`src/rtl/ili9341_parallel_8bit_rx.sv`:
```
// Responder for the ILI9341 8080-style 8-bit write bus: decodes commands, tracks the
// CASET/PASET window and turns RAMWR RGB565 byte pairs into a coordinate-tagged pixel stream.
module ili9341_parallel_8bit_rx #(
    parameter int WIDTH  = 320,
    parameter int HEIGHT = 240
) (
    input  logic        clk,
    input  logic        rst_n,
    input  logic        lcd_rst_n,
    input  logic        lcd_cs_n,
    input  logic        lcd_rs,
    input  logic        lcd_wr_n,
    input  logic        lcd_rd_n,
    input  logic [7:0]  lcd_d,
    output logic        cmd_valid,
    output logic [7:0]  cmd_byte,
    output logic        pix_valid,
    output logic [15:0] pix_x,
    output logic [15:0] pix_y,
    output logic [15:0] pix_rgb565,
    output logic        frame_done
);
    localparam logic [15:0] EC_RST = 16'(WIDTH - 1);
    localparam logic [15:0] EP_RST = 16'(HEIGHT - 1);
    localparam logic [7:0] CMD_SWRESET = 8'h01;
    localparam logic [7:0] CMD_CASET   = 8'h2A;
    localparam logic [7:0] CMD_PASET   = 8'h2B;
    localparam logic [7:0] CMD_RAMWR   = 8'h2C;
    localparam logic [7:0] CMD_RAMWRC  = 8'h3C;

    typedef enum logic [2:0] {
        S_IDLE, S_CASET, S_PASET, S_SKIP, S_RAMWR_HI, S_RAMWR_LO
    } state_t;

    logic [1:0]  cs_sync_q, rs_sync_q, wr_sync_q, lrst_sync_q;
    logic [7:0]  d_meta_q, d_sync_q;
    logic        wr_prev_q;
    logic        stb_q, stb_rs_q;
    logic [7:0]  stb_d_q;
    logic        strobe;
    logic        rd_unused;

    // Read strobes are accepted on the pin but have no effect.
    assign rd_unused = lcd_rd_n;
    assign strobe    = wr_sync_q[1] & ~wr_prev_q & ~cs_sync_q[1];

    always_ff @(posedge clk or negedge rst_n) begin
        if (!rst_n) begin
            cs_sync_q   <= 2'b11;
            rs_sync_q   <= 2'b00;
            wr_sync_q   <= 2'b11;
            lrst_sync_q <= 2'b00;
            d_meta_q    <= 8'h00;
            d_sync_q    <= 8'h00;
            wr_prev_q   <= 1'b1;
            stb_q       <= 1'b0;
            stb_rs_q    <= 1'b0;
            stb_d_q     <= 8'h00;
        end else begin
            cs_sync_q   <= {cs_sync_q[0], lcd_cs_n};
            rs_sync_q   <= {rs_sync_q[0], lcd_rs};
            wr_sync_q   <= {wr_sync_q[0], lcd_wr_n};
            lrst_sync_q <= {lrst_sync_q[0], lcd_rst_n};
            d_meta_q    <= lcd_d;
            d_sync_q    <= d_meta_q;
            wr_prev_q   <= wr_sync_q[1];
            stb_q       <= strobe & lrst_sync_q[1];
            stb_rs_q    <= rs_sync_q[1];
            stb_d_q     <= d_sync_q;
        end
    end

    state_t      state_q, state_d;
    logic [1:0]  pidx_q, pidx_d;
    logic [23:0] par_q, par_d;
    logic [15:0] sc_q, sc_d, ec_q, ec_d, sp_q, sp_d, ep_q, ep_d;
    logic [15:0] x_q, x_d, y_q, y_d;
    logic [7:0]  hi_q, hi_d;
    logic        cmd_valid_q, cmd_valid_d, pix_valid_q, pix_valid_d, frame_done_q, frame_done_d;
    logic [7:0]  cmd_byte_q, cmd_byte_d;
    logic [15:0] pix_x_q, pix_x_d, pix_y_q, pix_y_d, pix_rgb_q, pix_rgb_d;

    always_ff @(posedge clk or negedge rst_n) begin
        if (!rst_n) begin
            state_q      <= S_IDLE;
            pidx_q       <= 2'd0;
            par_q        <= 24'h0;
            sc_q         <= 16'h0;
            ec_q         <= EC_RST;
            sp_q         <= 16'h0;
            ep_q         <= EP_RST;
            x_q          <= 16'h0;
            y_q          <= 16'h0;
            hi_q         <= 8'h00;
            cmd_valid_q  <= 1'b0;
            cmd_byte_q   <= 8'h00;
            pix_valid_q  <= 1'b0;
            pix_x_q      <= 16'h0;
            pix_y_q      <= 16'h0;
            pix_rgb_q    <= 16'h0;
            frame_done_q <= 1'b0;
        end else begin
            state_q      <= state_d;
            pidx_q       <= pidx_d;
            par_q        <= par_d;
            sc_q         <= sc_d;
            ec_q         <= ec_d;
            sp_q         <= sp_d;
            ep_q         <= ep_d;
            x_q          <= x_d;
            y_q          <= y_d;
            hi_q         <= hi_d;
            cmd_valid_q  <= cmd_valid_d;
            cmd_byte_q   <= cmd_byte_d;
            pix_valid_q  <= pix_valid_d;
            pix_x_q      <= pix_x_d;
            pix_y_q      <= pix_y_d;
            pix_rgb_q    <= pix_rgb_d;
            frame_done_q <= frame_done_d;
        end
    end

    always_comb begin
        state_d      = state_q;
        pidx_d       = pidx_q;
        par_d        = par_q;
        sc_d         = sc_q;
        ec_d         = ec_q;
        sp_d         = sp_q;
        ep_d         = ep_q;
        x_d          = x_q;
        y_d          = y_q;
        hi_d         = hi_q;
        cmd_valid_d  = 1'b0;
        cmd_byte_d   = cmd_byte_q;
        pix_valid_d  = 1'b0;
        pix_x_d      = pix_x_q;
        pix_y_d      = pix_y_q;
        pix_rgb_d    = pix_rgb_q;
        frame_done_d = 1'b0;
        if (stb_q && !stb_rs_q) begin
            cmd_valid_d = 1'b1;
            cmd_byte_d  = stb_d_q;
            pidx_d      = 2'd0;
            case (stb_d_q)
                CMD_CASET:  state_d = S_CASET;
                CMD_PASET:  state_d = S_PASET;
                CMD_RAMWR: begin
                    state_d = S_RAMWR_HI;
                    x_d     = sc_q;
                    y_d     = sp_q;
                end
                CMD_RAMWRC: state_d = S_RAMWR_HI;
                CMD_SWRESET: begin
                    state_d = S_IDLE;
                    sc_d    = 16'h0;
                    ec_d    = EC_RST;
                    sp_d    = 16'h0;
                    ep_d    = EP_RST;
                end
                default:    state_d = S_SKIP;
            endcase
        end else if (stb_q) begin
            case (state_q)
                S_CASET, S_PASET: begin
                    // The window only changes once all four bytes have arrived.
                    if (pidx_q == 2'd3) begin
                        if (state_q == S_CASET) begin
                            sc_d = par_q[23:8];
                            ec_d = {par_q[7:0], stb_d_q};
                        end else begin
                            sp_d = par_q[23:8];
                            ep_d = {par_q[7:0], stb_d_q};
                        end
                        state_d = S_SKIP;
                    end else begin
                        par_d  = {par_q[15:0], stb_d_q};
                        pidx_d = pidx_q + 2'd1;
                    end
                end
                S_RAMWR_HI: begin
                    hi_d    = stb_d_q;
                    state_d = S_RAMWR_LO;
                end
                S_RAMWR_LO: begin
                    pix_valid_d = 1'b1;
                    pix_x_d     = x_q;
                    pix_y_d     = y_q;
                    pix_rgb_d   = {hi_q, stb_d_q};
                    state_d     = S_RAMWR_HI;
                    if (x_q == ec_q) begin
                        x_d = sc_q;
                        if (y_q == ep_q) begin
                            y_d          = sp_q;
                            frame_done_d = 1'b1;
                        end else begin
                            y_d = y_q + 16'd1;
                        end
                    end else begin
                        x_d = x_q + 16'd1;
                    end
                end
                default: ;
            endcase
        end
        // Panel hardware reset overrides everything, after its synchronizer.
        if (!lrst_sync_q[1]) begin
            state_d      = S_IDLE;
            pidx_d       = 2'd0;
            par_d        = 24'h0;
            sc_d         = 16'h0;
            ec_d         = EC_RST;
            sp_d         = 16'h0;
            ep_d         = EP_RST;
            x_d          = 16'h0;
            y_d          = 16'h0;
            hi_d         = 8'h00;
            cmd_valid_d  = 1'b0;
            cmd_byte_d   = 8'h00;
            pix_valid_d  = 1'b0;
            pix_x_d      = 16'h0;
            pix_y_d      = 16'h0;
            pix_rgb_d    = 16'h0;
            frame_done_d = 1'b0;
        end
    end

    assign cmd_valid  = cmd_valid_q;
    assign cmd_byte   = cmd_byte_q;
    assign pix_valid  = pix_valid_q;
    assign pix_x      = pix_x_q;
    assign pix_y      = pix_y_q;
    assign pix_rgb565 = pix_rgb_q;
    assign frame_done = frame_done_q;
endmodule

```
`config.mk`:
```
export PLATFORM = sky130hd
export DESIGN_NAME = ili9341_parallel_8bit_rx
export DESIGN_NICKNAME = d
export VERILOG_FILES = /design/src/rtl/ili9341_parallel_8bit_rx.sv
export SDC_FILE = /design/constraint.sdc
export NUM_CORES = 1
export LEC_CHECK = 0
export CELL_PAD_IN_SITES_DETAIL_PLACEMENT = 1
export CELL_PAD_IN_SITES_GLOBAL_PLACEMENT = 1
export CORE_MARGIN = 4
export CORE_UTILIZATION = 35
export DETAILED_ROUTE_END_ITERATION = 8
export GPL_TIMING_DRIVEN = 0
export PLACE_DENSITY = 0.59
export SLEW_MARGIN = 5
export SYNTH_ARGS = -nofsm -noshare
export SYNTH_HDL_FRONTEND = slang
export SYNTH_SLANG_ARGS = --single-unit
```
`constraint.sdc`:
```
create_clock -name clk -period 4.6 [get_ports clk]
set_input_delay 0.92 -clock clk [delete_from_list [all_inputs] [get_ports clk]]
set_output_delay 0.92 -clock clk [all_outputs]
set_load 0.01 [all_outputs]
```
==> results of run 1 <==
==> metal layers <==
metal	track usage, %	vias to the layer above
met1	28.7	3970
met2	31.7	122
met4	3.48	0
met3	2.85	31
met5	0	-
li1	-	3668
==> state kept, by name, indices dropped and copies added (netlist names), 2 cells and up <==
name and count:
par_q 24, ec_q 16, ep_q 16, pix_rgb565 16, pix_x 16, pix_y 16, sc_q 16, sp_q 16
x_q 16, y_q 16, cmd_byte 8, d_meta_q 8, d_sync_q 8, hi_q 8, stb_d_q 8, state_q 3
cs_sync_q 2, lrst_sync_q 2, pidx_q 2, rs_sync_q 2, wr_sync_q 2
==> layout make-up <==
cell class,count,area [um2]
sequential,227,5700
clock inverter,10,109
tap,378,473
timing repair buffer,74,781
inverter,28,105
clock buffer,39,771
multi-input combinational,692,3940
buffer,67,332
fill,3212,15900
==> logic make-up after synthesis <==
| family | Yosys count | synth area share [%] |
|---|---|---|
| buffers and inverters | 95 | 4.33 |
| multiplexers | 30 | 2.98 |
| AO/OA/AOI/OAI | 238 | 15.3 |
| adder cells (fa/ha/maj) | 3 | 0.372 |
| AND/OR/NAND/NOR | 388 | 17.5 |
| XOR/XNOR | 33 | 2.87 |
| flip-flops | 227 | 56.6 |
==> power by group <==
| group | switching, uW | internal [uW] | total, uW |
|---|---|---|---|
| clock network | 846 | 1270 | 2120 |
| logic | 169 | 68.4 | 238 |
| registers | 37.7 | 2050 | 2090 |
==> Yosys cell counts, types with 2 or more instances <==
cell type / instances
a21boi_0: 37
a21oi_1: 36
a21oi_4: 2
a22o_1: 4
a31oi_1: 4
and2_1: 3
and3_1: 10
and4_1: 3
buf_1: 3
buf_2: 15
buf_4: 4
buf_6: 6
clkbuf_1: 38
dfrtp_1: 208
dfstp_2: 19
ha_1: 3
inv_1: 27
mux2i_1: 30
nand2_1: 263
nand2b_1: 2
nand3_1: 26
nand4_1: 5
nand4b_1: 3
nor2_1: 25
nor2b_1: 12
nor3_1: 10
nor3_4: 2
nor4_1: 10
nor4_2: 2
nor4bb_1: 2
o21ai_0: 93
o21ai_1: 5
o221ai_1: 3
o22a_1: 13
o22ai_1: 13
o2bb2ai_1: 13
or3_1: 2
xor2_1: 32
==> how the worst max path moves through the flow <==
| stage | to | cells past startpoint |
|---|---|---|
| after floorplan | y_q[5]$_DFFE_PN0P_ | 8 |
| after global placement | pix_x[14]$_DFFE_PN0P_ | 1 |
| after detailed placement | y_q[7]$_DFFE_PN0P_ | 8 |
| after CTS | y_q[7]$_DFFE_PN0P_ | 8 |
| after global routing | y_q[7]$_DFFE_PN0P_ | 8 |
| final | y_q[7]$_DFFE_PN0P_ | 8 |
==> worst register-to-register path: stages (launching register included) <==
cell and delay (ns):
dfrtp_1 0.31, clkbuf_1 0.60, nand2_1 0.35, o31ai_4 0.36, a21oi_4 0.18, a21oi_4 0.31
buf_4 0.23, o21ai_0 0.10, o2bb2ai_1 0.14
==> stage by stage <==
stage / worst slack (ns) / cells
after floorplan: 2.68 / 1014
after global placement: -7.58 / 1464
after detailed placement: 1.87 / 1466
after CTS: 1.84 / 1515
after global routing: 1.71 / 1515
final: 1.88 / 1515
==> results_dict.tcl, run 1 <==
set metrics [dict create \
    cts_made_buffers 27 \
    ys_top_cells_by_area "dfrtp_1 (52%), nand2_1 (9.8%), dfstp_2 (5.0%), o21ai_0 (4.6%), mux2i_1 (3.0%)" \
    syn_inst 1014 \
    fin_skew_ns 0.0145 \
    antenna_cells 0 \
    mostFrequentLayoutCells "nand2_1 (263), dfrtp_1 (208), o21ai_0 (93)" \
    drv_cap 0 \
    syn_nets 1032 \
    reg2regPathDepth 8 \
    yosysTopAreaCellShare_pct 51.6 \
    yosysTopAreaCell "dfrtp_1" \
    post-route-drc-count 0 \
    die_area_um2 31600 \
    path_class "reg -> reg" \
    cts_tree "built" \
    final_hold_viol_count 0 \
    totalPowerFinal_uw 4450 \
    start_util_pct 35.9 \
    wl_met3_mm 1.19 \
    portBuffers 72 \
    cts_resized 0 \
    tns_ns 0 \
    die_w_um 178 \
    async_flop_share_pct 100 \
    worstSetupStartpointType "flip-flop" \
    globalRouteTotalUtil_pct 19.7 \
    outcome "completed" \
    final_area_um2 12200 \
    timing.critical_path.buf_inv 2 \
    crit_top_cell "a21oi_4" \
    top_layer_used "met4" \
    num_vias 7791 \
    power_density_nw_per_um2 364 \
    rrSetupSlack_ns 1.88 \
    worstMarginPinSlew_ns 0.938 \
    first_iter_violations 454 \
    met1_length_mm 14.6 \
    grt_pass1_wl_mm 48.5 \
    grt_max_degree 90 \
    setup.worst_path.start "stb_d_q[5]$_DFF_PN0_" \
    path_delay_family "compound AO/OA/AOI/OAI gates" \
    wire_per_inst_um 20.2 \
    crit_path_top_delay_cell "clkbuf_1" \
    finalSetupViolCount 0 \
    crit_chain "clkbuf_1, nand2_1, o31ai_4, a21oi_4, a21oi_4, buf_4, o21ai_0, o2bb2ai_1" \
    peakVddDrop_mv 0.253 \
    row_count 61 \
    placedInstanceArea_um2 11300 \
    clk_pin_slew_ns 0.06 \
    drt_wl_total_mm 30.5 \
    max_stage_delay_ns 0.60 \
    drive_gt1_share_pct 9.76 \
    hpwlAfterDp_mm 22.0 \
    period_needed_ns 2.72 \
    core_um2 28100 \
    clock_latency_ns 0.53 \
    die_h_um 178 \
    grt_pass1_vias 8170 \
    hp-class "in -> async" \
    cts.path.max_buffers 3 \
    avgSynthCellArea_um2 9.94 \
    power.leakage_uw 0.00523 \
    yosysUniqueCellTypes 64 \
    r2r_start "stb_d_q[5]$_DFF_PN0_" \
    min_period_over_period_pct 59.1 \
    final_core_util_pct 43.5 \
    ys_seq_area_share_pct 56.6 \
    critPathRequiredTime_ns 5.00 \
    final_common_cell "nand2_1" \
    rsz0062_at_grt "false" \
    antenna_found_initial 2 \
    ioPinCount 74 \
    postCtsSetupBuffers 0 \
    regToRegEndpoint "y_q[7]$_DFFE_PN0P_" \
    slew_violations 0 \
    htree_levels 1 \
    ys_warn_count 0 \
    gp_congestion 0.804 \
    whs_ns 0.306 \
    hold_buffers 0 \
    netlist_area_um2 10100 \
    slew_headroom_pct 37.4 \
    clock-sinks 227 \
    synth_edf_count 0 \
    postRouteAntennaNets 0 \
    viasPerCell 5.14 \
    clk_root_buffer_cell "clkbuf_16" \
    synthFlopType "dfrtp_1" \
    crit_fanout 10 \
    ys_ff_latch 227 \
    met2WireLength_mm 14.3 \
    grt_overflow_total 0 \
    final_nets 1135 \
    end_kind "flip-flop" \
    max_freq_ghz 0.368 \
    cp.arrival_ns 3.12 \
    dr.pass1.iters 5 \
    syn_to_final_growth_pct 21.2 \
]
(Power assumes the default switching activity.)
==> inputs of run 2 (changes only) <==
==> constraint.sdc (replaced) <==
create_clock -name clk -period 2.7 [get_ports clk]
set_input_delay 0.54 -clock clk [delete_from_list [all_inputs] [get_ports clk]]
set_output_delay 0.54 -clock clk [all_outputs]
set_load 0.01 [all_outputs]
==> results_dict.tcl, run 2 (synthesis results as in run 1) <==
set metrics [dict create \
    ioPinCount 74 \
    post-route-drc-count 0 \
    cp.arrival_ns 2.90 \
    path_class "reg -> reg" \
    antenna_cells 0 \
    cts_made_buffers 27 \
    min_period_over_period_pct 92.4 \
    max_freq_ghz 0.401 \
    clock_latency_ns 0.54 \
    timing.critical_path.buf_inv 1 \
    fillers 3212 \
    top_register "par_q" \
    syn_to_final_growth_pct 21.2 \
    grt_pass1_wl_mm 48.5 \
    dr.pass1.iters 5 \
    first_iter_violations 492 \
    drt_wl_total_mm 30.6 \
    outcome "completed" \
    crit_path_end "y_q[7]$_DFFE_PN0P_" \
    dp_cells 1466 \
    path_delay_family "compound AO/OA/AOI/OAI gates" \
    switchingPower_uw 1800 \
    reg2regPathDepth 7 \
    r2r_start "stb_d_q[5]$_DFF_PN0_" \
    setup.worst_path.start "stb_d_q[5]$_DFF_PN0_" \
    wire_per_inst_um 20.2 \
    seq_area_um2 5700 \
    antenna_found_initial 2 \
    hpwlAfterDp_mm 22.0 \
    layout.cells.non_filler 1514 \
    grt_overflow_total 0 \
    portBuffers 72 \
    power.leakage_uw 0.00524 \
    crit_fanout 10 \
    final_core_util_pct 43.5 \
    worstMarginPinSlew_ns 0.950 \
    rsz0062_at_grt "false" \
    combPwrFrac_pct 5.2 \
    drv_cap 0 \
    power_density_nw_per_um2 621 \
    worstSetupStartpointType "flip-flop" \
    crit_cells 7 \
    die_h_um 178 \
    end_kind "flip-flop" \
    die_area_um2 31600 \
    clk_pin_slew_ns 0.06 \
    final_hold_viol_count 0 \
    crit_top_cell "a21oi_4" \
    die_w_um 178 \
    clockPowerShare_pct 47.7 \
    critPathRequiredTime_ns 3.10 \
    core_um2 28100 \
    gp_congestion 0.804 \
    largest_reg_flops 24 \
    rrSetupSlack_ns 0.20 \
    peakVddDrop_mv 0.440 \
    max_stage_delay_ns 0.74 \
    swShare_pct 23.8 \
    clk_root_buffer_cell "clkbuf_16" \
    clock-sinks 227 \
    cts.path.max_buffers 3 \
    mostFrequentLayoutCells "nand2_1 (263), dfrtp_1 (208), o21ai_0 (93)" \
    slew_violations 0 \
    finalSetupViolCount 0 \
    fin_skew_ns 0.0153 \
    grt_pass1_vias 8179 \
    hp-class "reg -> reg" \
    grt_max_degree 90 \
    internal-power_uw 5780 \
    postCtsSetupBuffers 0 \
    crit_chain "nand2_1, o31ai_4, a21oi_4, a21oi_4, buf_4, o21ai_0, o2bb2ai_1" \
    final_common_cell "nand2_1" \
    regToRegEndpoint "y_q[7]$_DFFE_PN0P_" \
    num_vias 7789 \
    multi_input_comb_area_um2 3940 \
    period_needed_ns 2.50 \
    viasPerCell 5.14 \
    cts_tree "built" \
    postRouteAntennaNets 0 \
    htree_levels 1 \
    crit_path_top_delay_cell "dfrtp_1" \
    row_count 61 \
    drive_gt1_share_pct 9.86 \
    final_nets 1134 \
    start_util_pct 35.9 \
    slew_headroom_pct 36.1 \
    seqPwrFrac_pct 47.1 \
    globalRouteTotalUtil_pct 19.7 \
]
-- run 2: changes by cell type in the layout (fill, tap and decap cells not counted) --
cell,delta
clkbuf_1,-3
clkbuf_2,+1
dlygate4sd3_1,+1
-- run 2: worst register-to-register path, cell delays in order, from the launching register on --
cell       delay, ns
dfrtp_1         0.74
nand2_1         0.32
o31ai_4         0.35
a21oi_4         0.18
a21oi_4         0.31
buf_4           0.23
o21ai_0         0.10
o2bb2ai_1       0.14
-- run 2: power groups by stage --
stage	Combinational [uW]	Clock (uW)	Sequential, uW
CTS	412	3710	3570
detailed placement	413	0	3620
floorplan	202	0	3600
global route	449	3850	3580
finish	398	3620	3570
global placement	400	0	3620
-- run 2: metal layers --
metal	share of wire, %	global-route usage (%)	routed length [um]	vias up
li1	-	-	-	3665
met5	0	0	0	-
met2	46	31.7	14200	128
met1	48	28.8	14700	3964
met3	4.2	2.85	1290	32
met4	1.5	3.48	447	0
-- run 2: worst min-delay path by stage --
| stage | from | slack (ns) | end | depth (start not counted) |
|---|---|---|---|---|
| finish | d_meta_q[4]$_DFF_PN0_ | 0.34 | d_sync_q[4]$_DFF_PN0_ | 0 |
| global route | d_meta_q[1]$_DFF_PN0_ | 0.35 | d_sync_q[1]$_DFF_PN0_ | 0 |
| CTS | d_meta_q[4]$_DFF_PN0_ | 0.35 | d_sync_q[4]$_DFF_PN0_ | 0 |
| detailed placement | d_meta_q[4]$_DFF_PN0_ | 0.34 | d_sync_q[4]$_DFF_PN0_ | 0 |
| global placement | d_meta_q[5]$_DFF_PN0_ | 0.33 | d_sync_q[5]$_DFF_PN0_ | 0 |
| floorplan | rst_n | 0.24 | cmd_byte[0]$_DFFE_PN0N_ | 0 |
-- run 2: cell type report --
type	count	area share [%]
plain buffers	65	2.66
clock buffers	39	6.31
clock inverters	10	0.891
inverters	28	0.860
multi-input cells	692	32.2
flip-flops and latches	227	46.7
well taps	378	3.87
repair buffers	75	6.47
-- run 2: per-stage QoR --
step / worst slack (ns) / power [uW] / setup TNS (ns) / hold slack, ns / instance area [um2]
6_report: 0.205 / 7590 / 0 / 0.342 / 12200
5_1_grt: 0.0315 / 7880 / 0 / 0.351 / 12200
4_1_cts: 0.0298 / 7690 / 0 / 0.345 / 12200
3_5_place_dp: -0.0303 / 4040 / -0.0960 / 0.336 / 11300
3_3_place_gp: -9.10 / 4020 / -2001.21 / 0.332 / 11300
2_1_floorplan: 0.775 / 3800 / 0 / 0.244 / 10100
-- run 2: what timing repair did --
| item | in CTS | in global routing |
|---|---|---|
| hold endpoints to repair | 52 | 0 |
| endpoints found under the setup margin | 8 | 26 |
| gates resized for setup | 0 | 3 |
| pin swaps | 0 | 0 |
| hold buffers | 1 | 0 |
